## config.mk

```make
export PLATFORM = sky130hd
export DESIGN_NAME = alu_mdu_flat
export DESIGN_NICKNAME = d
export VERILOG_FILES = /design/src/rtl/alu_mdu_if.sv /design/src/rtl/alu_mdu.sv /design/src/flat_wrapper.sv
export SDC_FILE = /design/constraint.sdc
export NUM_CORES = 2
export LEC_CHECK = 0
export ABC_CLOCK_PERIOD_IN_PS = 13300
export BUFFER_PORTS_ARGS = -buffer_cell sky130_fd_sc_hd__buf_2
export CAP_MARGIN = 10
export CORE_UTILIZATION = 40
export CTS_BUF_LIST = sky130_fd_sc_hd__clkbuf_4 sky130_fd_sc_hd__clkbuf_8 sky130_fd_sc_hd__clkbuf_16
export DETAILED_ROUTE_END_ITERATION = 16
export PLACE_DENSITY = 0.66
export RECOVER_POWER = 50
export SYNTH_ARGS = -nofsm -noshare
export SYNTH_HDL_FRONTEND = slang
export SYNTH_SLANG_ARGS = --single-unit
export TNS_END_PERCENT = 50
```

## constraint.sdc

```tcl
create_clock -name clk -period 13.3 [get_ports clk]
set_clock_uncertainty 0.2 [all_clocks]
set_input_delay 0.665 -clock clk [delete_from_list [all_inputs] [get_ports clk]]
set_output_delay 0.665 -clock clk [all_outputs]
set_load 0.1 [all_outputs]
```

## src/rtl/alu_mdu_if.sv

```systemverilog
// Request/response bundle between the execute-stage control and the ALU/MDU.
// Also carries the flush/busy side signals.
interface alu_mdu_if #(
   parameter int WIDTH = 32
);
   logic             flush;
   logic             in_valid;
   logic             in_ready;
   logic [4:0]       op;
   logic [WIDTH-1:0] srca;
   logic [WIDTH-1:0] srcb;
   logic             out_valid;
   logic             out_ready;
   logic [WIDTH-1:0] result;
   logic             zero;
   logic             busy;

   modport master (
      output flush, in_valid, op, srca, srcb, out_ready,
      input  in_ready, out_valid, result, zero, busy
   );

   modport slave (
      input  flush, in_valid, op, srca, srcb, out_ready,
      output in_ready, out_valid, result, zero, busy
   );
endinterface

```

## src/rtl/alu_mdu.sv

```systemverilog
// RV32I ALU plus RV32M multiply/divide unit with a valid/ready handshake.
// Simple ops and multiplies finish in one cycle; divides use a radix-2 restoring loop.
module alu_mdu #(
   parameter int WIDTH = 32,
   parameter int SHW   = $clog2(WIDTH)
) (
   input logic      clk,
   input logic      reset,
   alu_mdu_if.slave bus
);
   localparam logic [4:0] OP_ADD    = 5'd0;
   localparam logic [4:0] OP_SUB    = 5'd1;
   localparam logic [4:0] OP_SLL    = 5'd2;
   localparam logic [4:0] OP_SLT    = 5'd3;
   localparam logic [4:0] OP_SLTU   = 5'd4;
   localparam logic [4:0] OP_XOR    = 5'd5;
   localparam logic [4:0] OP_SRL    = 5'd6;
   localparam logic [4:0] OP_SRA    = 5'd7;
   localparam logic [4:0] OP_OR     = 5'd8;
   localparam logic [4:0] OP_AND    = 5'd9;
   localparam logic [4:0] OP_MUL    = 5'd10;
   localparam logic [4:0] OP_MULH   = 5'd11;
   localparam logic [4:0] OP_MULHSU = 5'd12;
   localparam logic [4:0] OP_MULHU  = 5'd13;
   localparam logic [4:0] OP_DIV    = 5'd14;
   localparam logic [4:0] OP_DIVU   = 5'd15;
   localparam logic [4:0] OP_REM    = 5'd16;
   localparam logic [4:0] OP_REMU   = 5'd17;

   localparam logic [WIDTH-1:0] ZERO    = {WIDTH{1'b0}};
   localparam logic [WIDTH-1:0] ALL1    = {WIDTH{1'b1}};
   localparam logic [WIDTH-1:0] MIN_INT = {1'b1, {(WIDTH-1){1'b0}}};

   typedef enum logic [1:0] {S_IDLE = 2'd0, S_DIV = 2'd1, S_DONE = 2'd2} state_t;

   state_t             state_r, state_s;
   logic [WIDTH-1:0]   result_r, quo_r, rem_r, dvs_r;
   logic               zero_r, neg_q_r, neg_r_r, is_rem_r;
   logic [SHW-1:0]     cnt_r;

   logic               is_div_op_s, sgn_div_s, rem_op_s, quick_s;
   logic [SHW-1:0]     shamt_s;
   logic [WIDTH-1:0]   imm_s, abs_a_s, abs_b_s;
   logic [2*WIDTH-1:0] mul_a_s, mul_b_s, prod_s;
   logic [WIDTH:0]     sh_s, diff_s;
   logic               qbit_s;
   logic [WIDTH-1:0]   rem_nxt_s, quo_nxt_s, div_res_s;

   // Op decode, operand magnitudes and the one-cycle result path
   always_comb begin
      is_div_op_s = (bus.op >= OP_DIV) && (bus.op <= OP_REMU);
      sgn_div_s   = (bus.op == OP_DIV) || (bus.op == OP_REM);
      rem_op_s    = (bus.op == OP_REM) || (bus.op == OP_REMU);
      quick_s     = (bus.srcb == ZERO) ||
                    (sgn_div_s && (bus.srca == MIN_INT) && (bus.srcb == ALL1));
      shamt_s     = bus.srcb[SHW-1:0];
      abs_a_s     = (sgn_div_s && bus.srca[WIDTH-1]) ? (ZERO - bus.srca) : bus.srca;
      abs_b_s     = (sgn_div_s && bus.srcb[WIDTH-1]) ? (ZERO - bus.srcb) : bus.srcb;
      // MULHSU treats only srca as signed; sign-extending to 2*WIDTH gives exact products
      mul_a_s     = {{WIDTH{((bus.op == OP_MULH) || (bus.op == OP_MULHSU)) && bus.srca[WIDTH-1]}}, bus.srca};
      mul_b_s     = {{WIDTH{(bus.op == OP_MULH) && bus.srcb[WIDTH-1]}}, bus.srcb};
      prod_s      = mul_a_s * mul_b_s;
      imm_s       = ZERO;
      case (bus.op)
         OP_ADD:    imm_s = bus.srca + bus.srcb;
         OP_SUB:    imm_s = bus.srca - bus.srcb;
         OP_SLL:    imm_s = bus.srca << shamt_s;
         OP_SLT:    imm_s = {{(WIDTH-1){1'b0}}, ($signed(bus.srca) < $signed(bus.srcb))};
         OP_SLTU:   imm_s = {{(WIDTH-1){1'b0}}, (bus.srca < bus.srcb)};
         OP_XOR:    imm_s = bus.srca ^ bus.srcb;
         OP_SRL:    imm_s = bus.srca >> shamt_s;
         OP_SRA:    imm_s = $unsigned($signed(bus.srca) >>> shamt_s);
         OP_OR:     imm_s = bus.srca | bus.srcb;
         OP_AND:    imm_s = bus.srca & bus.srcb;
         OP_MUL:    imm_s = prod_s[WIDTH-1:0];
         OP_MULH, OP_MULHSU, OP_MULHU:
                    imm_s = prod_s[2*WIDTH-1:WIDTH];
         OP_DIV, OP_DIVU:
                    imm_s = (bus.srcb == ZERO) ? ALL1 : MIN_INT;
         OP_REM, OP_REMU:
                    imm_s = (bus.srcb == ZERO) ? bus.srca : ZERO;
         default:   imm_s = ZERO;
      endcase
   end

   // One restoring shift-subtract step plus the final sign fix-up
   always_comb begin
      sh_s      = {rem_r, quo_r[WIDTH-1]};
      diff_s    = sh_s - {1'b0, dvs_r};
      qbit_s    = ~diff_s[WIDTH];
      rem_nxt_s = qbit_s ? diff_s[WIDTH-1:0] : sh_s[WIDTH-1:0];
      quo_nxt_s = {quo_r[WIDTH-2:0], qbit_s};
      if (is_rem_r) begin
         div_res_s = neg_r_r ? (ZERO - rem_nxt_s) : rem_nxt_s;
      end else begin
         div_res_s = neg_q_r ? (ZERO - quo_nxt_s) : quo_nxt_s;
      end
   end

   // State register
   always_ff @(posedge clk) begin
      if (reset) begin
         state_r <= S_IDLE;
      end else begin
         state_r <= state_s;
      end
   end

   // Next-state logic; flush wins over accept and over out_ready
   always_comb begin
      state_s = state_r;
      if (bus.flush) begin
         state_s = S_IDLE;
      end else begin
         case (state_r)
            S_IDLE: begin
               if (!bus.in_valid) begin
                  state_s = S_IDLE;
               end else if (is_div_op_s && !quick_s) begin
                  state_s = S_DIV;
               end else begin
                  state_s = S_DONE;
               end
            end
            S_DIV: begin
               if (cnt_r == {SHW{1'b0}}) begin
                  state_s = S_DONE;
               end else begin
                  state_s = S_DIV;
               end
            end
            S_DONE: begin
               if (bus.out_ready) begin
                  state_s = S_IDLE;
               end else begin
                  state_s = S_DONE;
               end
            end
            default: state_s = S_IDLE;
         endcase
      end
   end

   // Handshake outputs decoded from the state register
   always_comb begin
      bus.in_ready  = (state_r == S_IDLE);
      bus.out_valid = (state_r == S_DONE);
      bus.busy      = (state_r != S_IDLE);
   end

   // Datapath registers; frozen during flush and outside accept/divide cycles
   always_ff @(posedge clk) begin
      if (reset) begin
         result_r <= ZERO;
         zero_r   <= 1'b1;
         quo_r    <= ZERO;
         rem_r    <= ZERO;
         dvs_r    <= ZERO;
         cnt_r    <= {SHW{1'b0}};
         neg_q_r  <= 1'b0;
         neg_r_r  <= 1'b0;
         is_rem_r <= 1'b0;
      end else if (!bus.flush) begin
         case (state_r)
            S_IDLE: begin
               if (bus.in_valid && is_div_op_s && !quick_s) begin
                  quo_r    <= abs_a_s;
                  dvs_r    <= abs_b_s;
                  rem_r    <= ZERO;
                  cnt_r    <= SHW'(WIDTH-1);
                  neg_q_r  <= sgn_div_s && (bus.srca[WIDTH-1] ^ bus.srcb[WIDTH-1]);
                  neg_r_r  <= sgn_div_s && bus.srca[WIDTH-1];
                  is_rem_r <= rem_op_s;
               end else if (bus.in_valid) begin
                  result_r <= imm_s;
                  zero_r   <= (imm_s == ZERO);
               end
            end
            S_DIV: begin
               quo_r <= quo_nxt_s;
               rem_r <= rem_nxt_s;
               cnt_r <= cnt_r - SHW'(1);
               if (cnt_r == {SHW{1'b0}}) begin
                  result_r <= div_res_s;
                  zero_r   <= (div_res_s == ZERO);
               end
            end
            default: begin
            end
         endcase
      end
   end

   assign bus.result = result_r;
   assign bus.zero   = zero_r;
endmodule

```

## src/flat_wrapper.sv

```systemverilog
// flat-port wrapper written by rule: the top's interface ports become plain ports
module alu_mdu_flat 
#(
   parameter int WIDTH = 32,
   parameter int SHW   = $clog2(WIDTH)
)
  (clk, reset, bus_flush, bus_in_valid, bus_op, bus_srca, bus_srcb, bus_out_ready, bus_in_ready, bus_out_valid, bus_result, bus_zero, bus_busy);
  alu_mdu_if #(.WIDTH(WIDTH)) bus_i ();
  input logic clk;
  input logic reset;
  input wire logic [$bits(bus_i.flush)-1:0] bus_flush;
  input wire logic [$bits(bus_i.in_valid)-1:0] bus_in_valid;
  input wire logic [$bits(bus_i.op)-1:0] bus_op;
  input wire logic [$bits(bus_i.srca)-1:0] bus_srca;
  input wire logic [$bits(bus_i.srcb)-1:0] bus_srcb;
  input wire logic [$bits(bus_i.out_ready)-1:0] bus_out_ready;
  output wire logic [$bits(bus_i.in_ready)-1:0] bus_in_ready;
  output wire logic [$bits(bus_i.out_valid)-1:0] bus_out_valid;
  output wire logic [$bits(bus_i.result)-1:0] bus_result;
  output wire logic [$bits(bus_i.zero)-1:0] bus_zero;
  output wire logic [$bits(bus_i.busy)-1:0] bus_busy;
  assign bus_i.flush = bus_flush;
  assign bus_i.in_valid = bus_in_valid;
  assign bus_i.op = bus_op;
  assign bus_i.srca = bus_srca;
  assign bus_i.srcb = bus_srcb;
  assign bus_i.out_ready = bus_out_ready;
  assign bus_in_ready = bus_i.in_ready;
  assign bus_out_valid = bus_i.out_valid;
  assign bus_result = bus_i.result;
  assign bus_zero = bus_i.zero;
  assign bus_busy = bus_i.busy;
  alu_mdu #(.WIDTH(WIDTH), .SHW(SHW)) u_core (.clk(clk), .reset(reset), .bus(bus_i));
endmodule
```

==> results by group <==
Status
  – Outcome: finished, violations left
  – Violations in the final reports: max-capacitance violations, max-slew violations

Route
  – Vias: 57,135
  – # DRC: 0
  – Wirelength per Cell: 31.17 um
  – Antenna viol nets, final: 0
  – Vias/cell: 6.148
  – Routed WL: 289.6 mm
  – Initial DRC count: 6,579
  – First-pass iteration count of the detailed router: 6

Yosys
  – Syn Area/Cell: 7.956 um2
  – Synth Net Count: 9,029
  – Async S/R FF share, synth: 0%
  – Synth warnings: 0
  – Post-synthesis cell count: 7,480
  – Main flop type after synthesis: dfxtp_1
  – Seq/Total Area, Yosys: 4.676%
  – Netlist cell types: 104
  – Cell area after synthesis: 59,510 um2
  – #FFs+latches synth: 139
  – Number of enable flip-flop cells after synthesis: 0

Critical path
  – Reg-to-Reg Start: u_core.dvs_r[14]
  – CP startpoint kind: primary input
  – R2R depth: 23
  – Max incr delay on CP: 850 ps
  – RR Endpoint: u_core.bus.zero
  – Worst path most repeated cell: fa_1
  – R2R setup slack: 5350 ps
  – Worst setup EP type: register
  – Critical path fanouts, max: 17
  – Worst path required time: 13,480 ps
  – Critical path class: in2reg
  – Worst Path Arrival: 12,510 ps
  – Slowest stage cell, crit path: fa_1

Timing
  – Slew @ Worst Pin: 2763 ps
  – Final worst-path cycle share: 92.71%
  – RSZ-0062 raised after global routing: false
  – Fin. max-slew vios: 115
  – Setup-failing EPs final: 0
  – Fmax: 0.08110 GHz
  – Total negative slack: 0 ps
  – Max_slew headroom: -84.23%
  – Hold Vio Cnt, Final: 0
  – Tmin final: 12,330 ps

Floorplan
  – Die width: 387.7 um
  – Number of top-level pins: 110
  – Initial Util: 40.30%
  – Core Footprint: 147,700 um2
  – Num rows: 141
  – Die Y: 387.7 um
  – Die area: 150,300 um2

Hold path
  – Hold Crit Class: reg2reg
  – Min-delay src: u_core.dvs_r[25]
  – Hold Crit Endpoint: u_core.dvs_r[25]
  – Worst hold path depth: 2

Clocking
  – CTS clk-pin slew, worst paths: 60 ps
  – Hold_buf cts: 0
  – Clk Latency, worst-skew pair: 450 ps
  – CTS-repair resized insts: 0
  – Clk buf depth: 2
  – CTS H-Tree Depth: 4
  – Post-CTS Setup Repair Bufs: 0
  – CTS root buffer: clkbuf_16
  – Clock buffer count from CTS: 17
  – TritonCTS clock tree: done
  – TritonCTS Sinks: 139

Finish
  – Layout area overhead: 5.792%
  – Commonest cells after routing, fill and taps aside: inv_1 (1,347), fa_1 (1,128), nand2_1 (1,064), nor2_1 (773), ha_1 (347)
  – Design area: 62,960 um2
  – Commonest non-fill, non-tap cell in the layout: inv_1
  – Final #Nets: 8,885
  – Layout cells sized above 1: 6.668%

Global route
  – Grt total ovfl: 0
  – Largest net degree at the start of global routing: 70
  – Vias in the first global route: 57,510
  – First-pass GRT wire length: 416.7 mm
  – Initial antenna violation count: 29
  – Total GRT Usage: 38.51%

Place
  – I/O Buffers: 109
  – HPWL after detailed placement: 234.4 mm
  – Placed inst area: 62,400 um2
  – Routability cong.: 1.112

Flow run
  – # Max-Cap Violations: 3
how the worst max path moves through the flow:
stage,startpoint,to,slack [ps],depth (start not counted)
after floorplan,bus_srcb[3],u_core.bus.zero,1390,37
after global placement,bus_op[3],u_core.bus.zero,670,31
after detailed placement,bus_op[3],u_core.bus.zero,840,32
after CTS,bus_op[3],u_core.bus.zero,1210,32
after global routing,bus_op[3],u_core.bus.zero,290,32
final,bus_op[3],u_core.bus.zero,970,32
final cells by class:
class | count | area, um2
fill | 14998 | 84700
multi-input combinational | 5469 | 49730
inverter | 1370 | 5142
sequential | 139 | 2784
tap | 1930 | 2415
timing repair buffer | 339 | 2271
clock buffer | 19 | 452.9
clock inverter | 13 | 130.1
antenna | 14 | 35.03
state kept, by name, indices dropped and copies added, names as in the netlist:
name and flops:
u_core.bus.zero 1, u_core.is_rem_r 1, u_core.neg_r_r 1, u_core.quo_r 32, u_core.bus.result 32, u_core.rem_r 32, u_core.dvs_r 32, u_core.state_r 2
u_core.cnt_r 5, u_core.neg_q_r 1
worst max-delay path, delay by kind of cell:
| kind | cells | cell delay [ps] |
|---|---|---|
| compound gates | 7 | 2190 |
| simple gates | 8 | 2650 |
| fa+ha+maj | 9 | 5170 |
| buf+inv | 8 | 1790 |
Yosys cell counts (95+ instances only):
cell type	count	area share, %
a211oi_1	131	1.7
nor2_1	775	4.9
ha_1	347	7.3
nand2_1	1066	6.7
o21ai_0	199	1.7
clkbuf_1	370	2.3
a21oi_1	330	2.8
nor3_1	95	0.80
fa_1	1128	38
dfxtp_1	139	4.7
inv_1	1347	8.5
buf_1	106	0.67
xnor2_1	124	1.8
layer usage:
layer / wire (um) / GRT usage [%] / vias to the layer above / share of wire (%)
li1: - / - / 23669 / -
met1: 114300 / 50.39 / 29264 / 39
met2: 123000 / 57.57 / 3417 / 42
met3: 31910 / 10.06 / 757 / 11
met4: 20220 / 21.78 / 28 / 7.0
met5: 225 / 0 / - / 0.078
stage by stage:
stage               util (%)  hold WS (ps)  instances  setup WS (ps)
floorplan                  -         231.9       7480           1392
global placement       42.25         239.5       9245          669.5
detailed placement     42.26         244.6       9247          837.6
CTS                    42.66         253.5       9279           1213
global route           42.62         275.4       9282          288.4
finish                 42.64         250.7       9293          969.3
kinds of logic (layout without fill, tap and decap cells):
family	count (synthesis)	after routing	share of synthesized area, %
buffers and inverters	1872	1741	11.91
other	0	14	0
AOI/OAI and AO/OA	1284	1284	14.58
adders and majority gates	1475	1475	45.24
xor gates and xnor gates	186	186	2.737
and+or+nand+nor	2374	2374	17.10
muxes	150	150	3.759
DFF	139	139	4.676
Power is left out: the tool's default activity adds up to more than one toggle a clock period on the data nets, which glitch-free logic cannot reach.
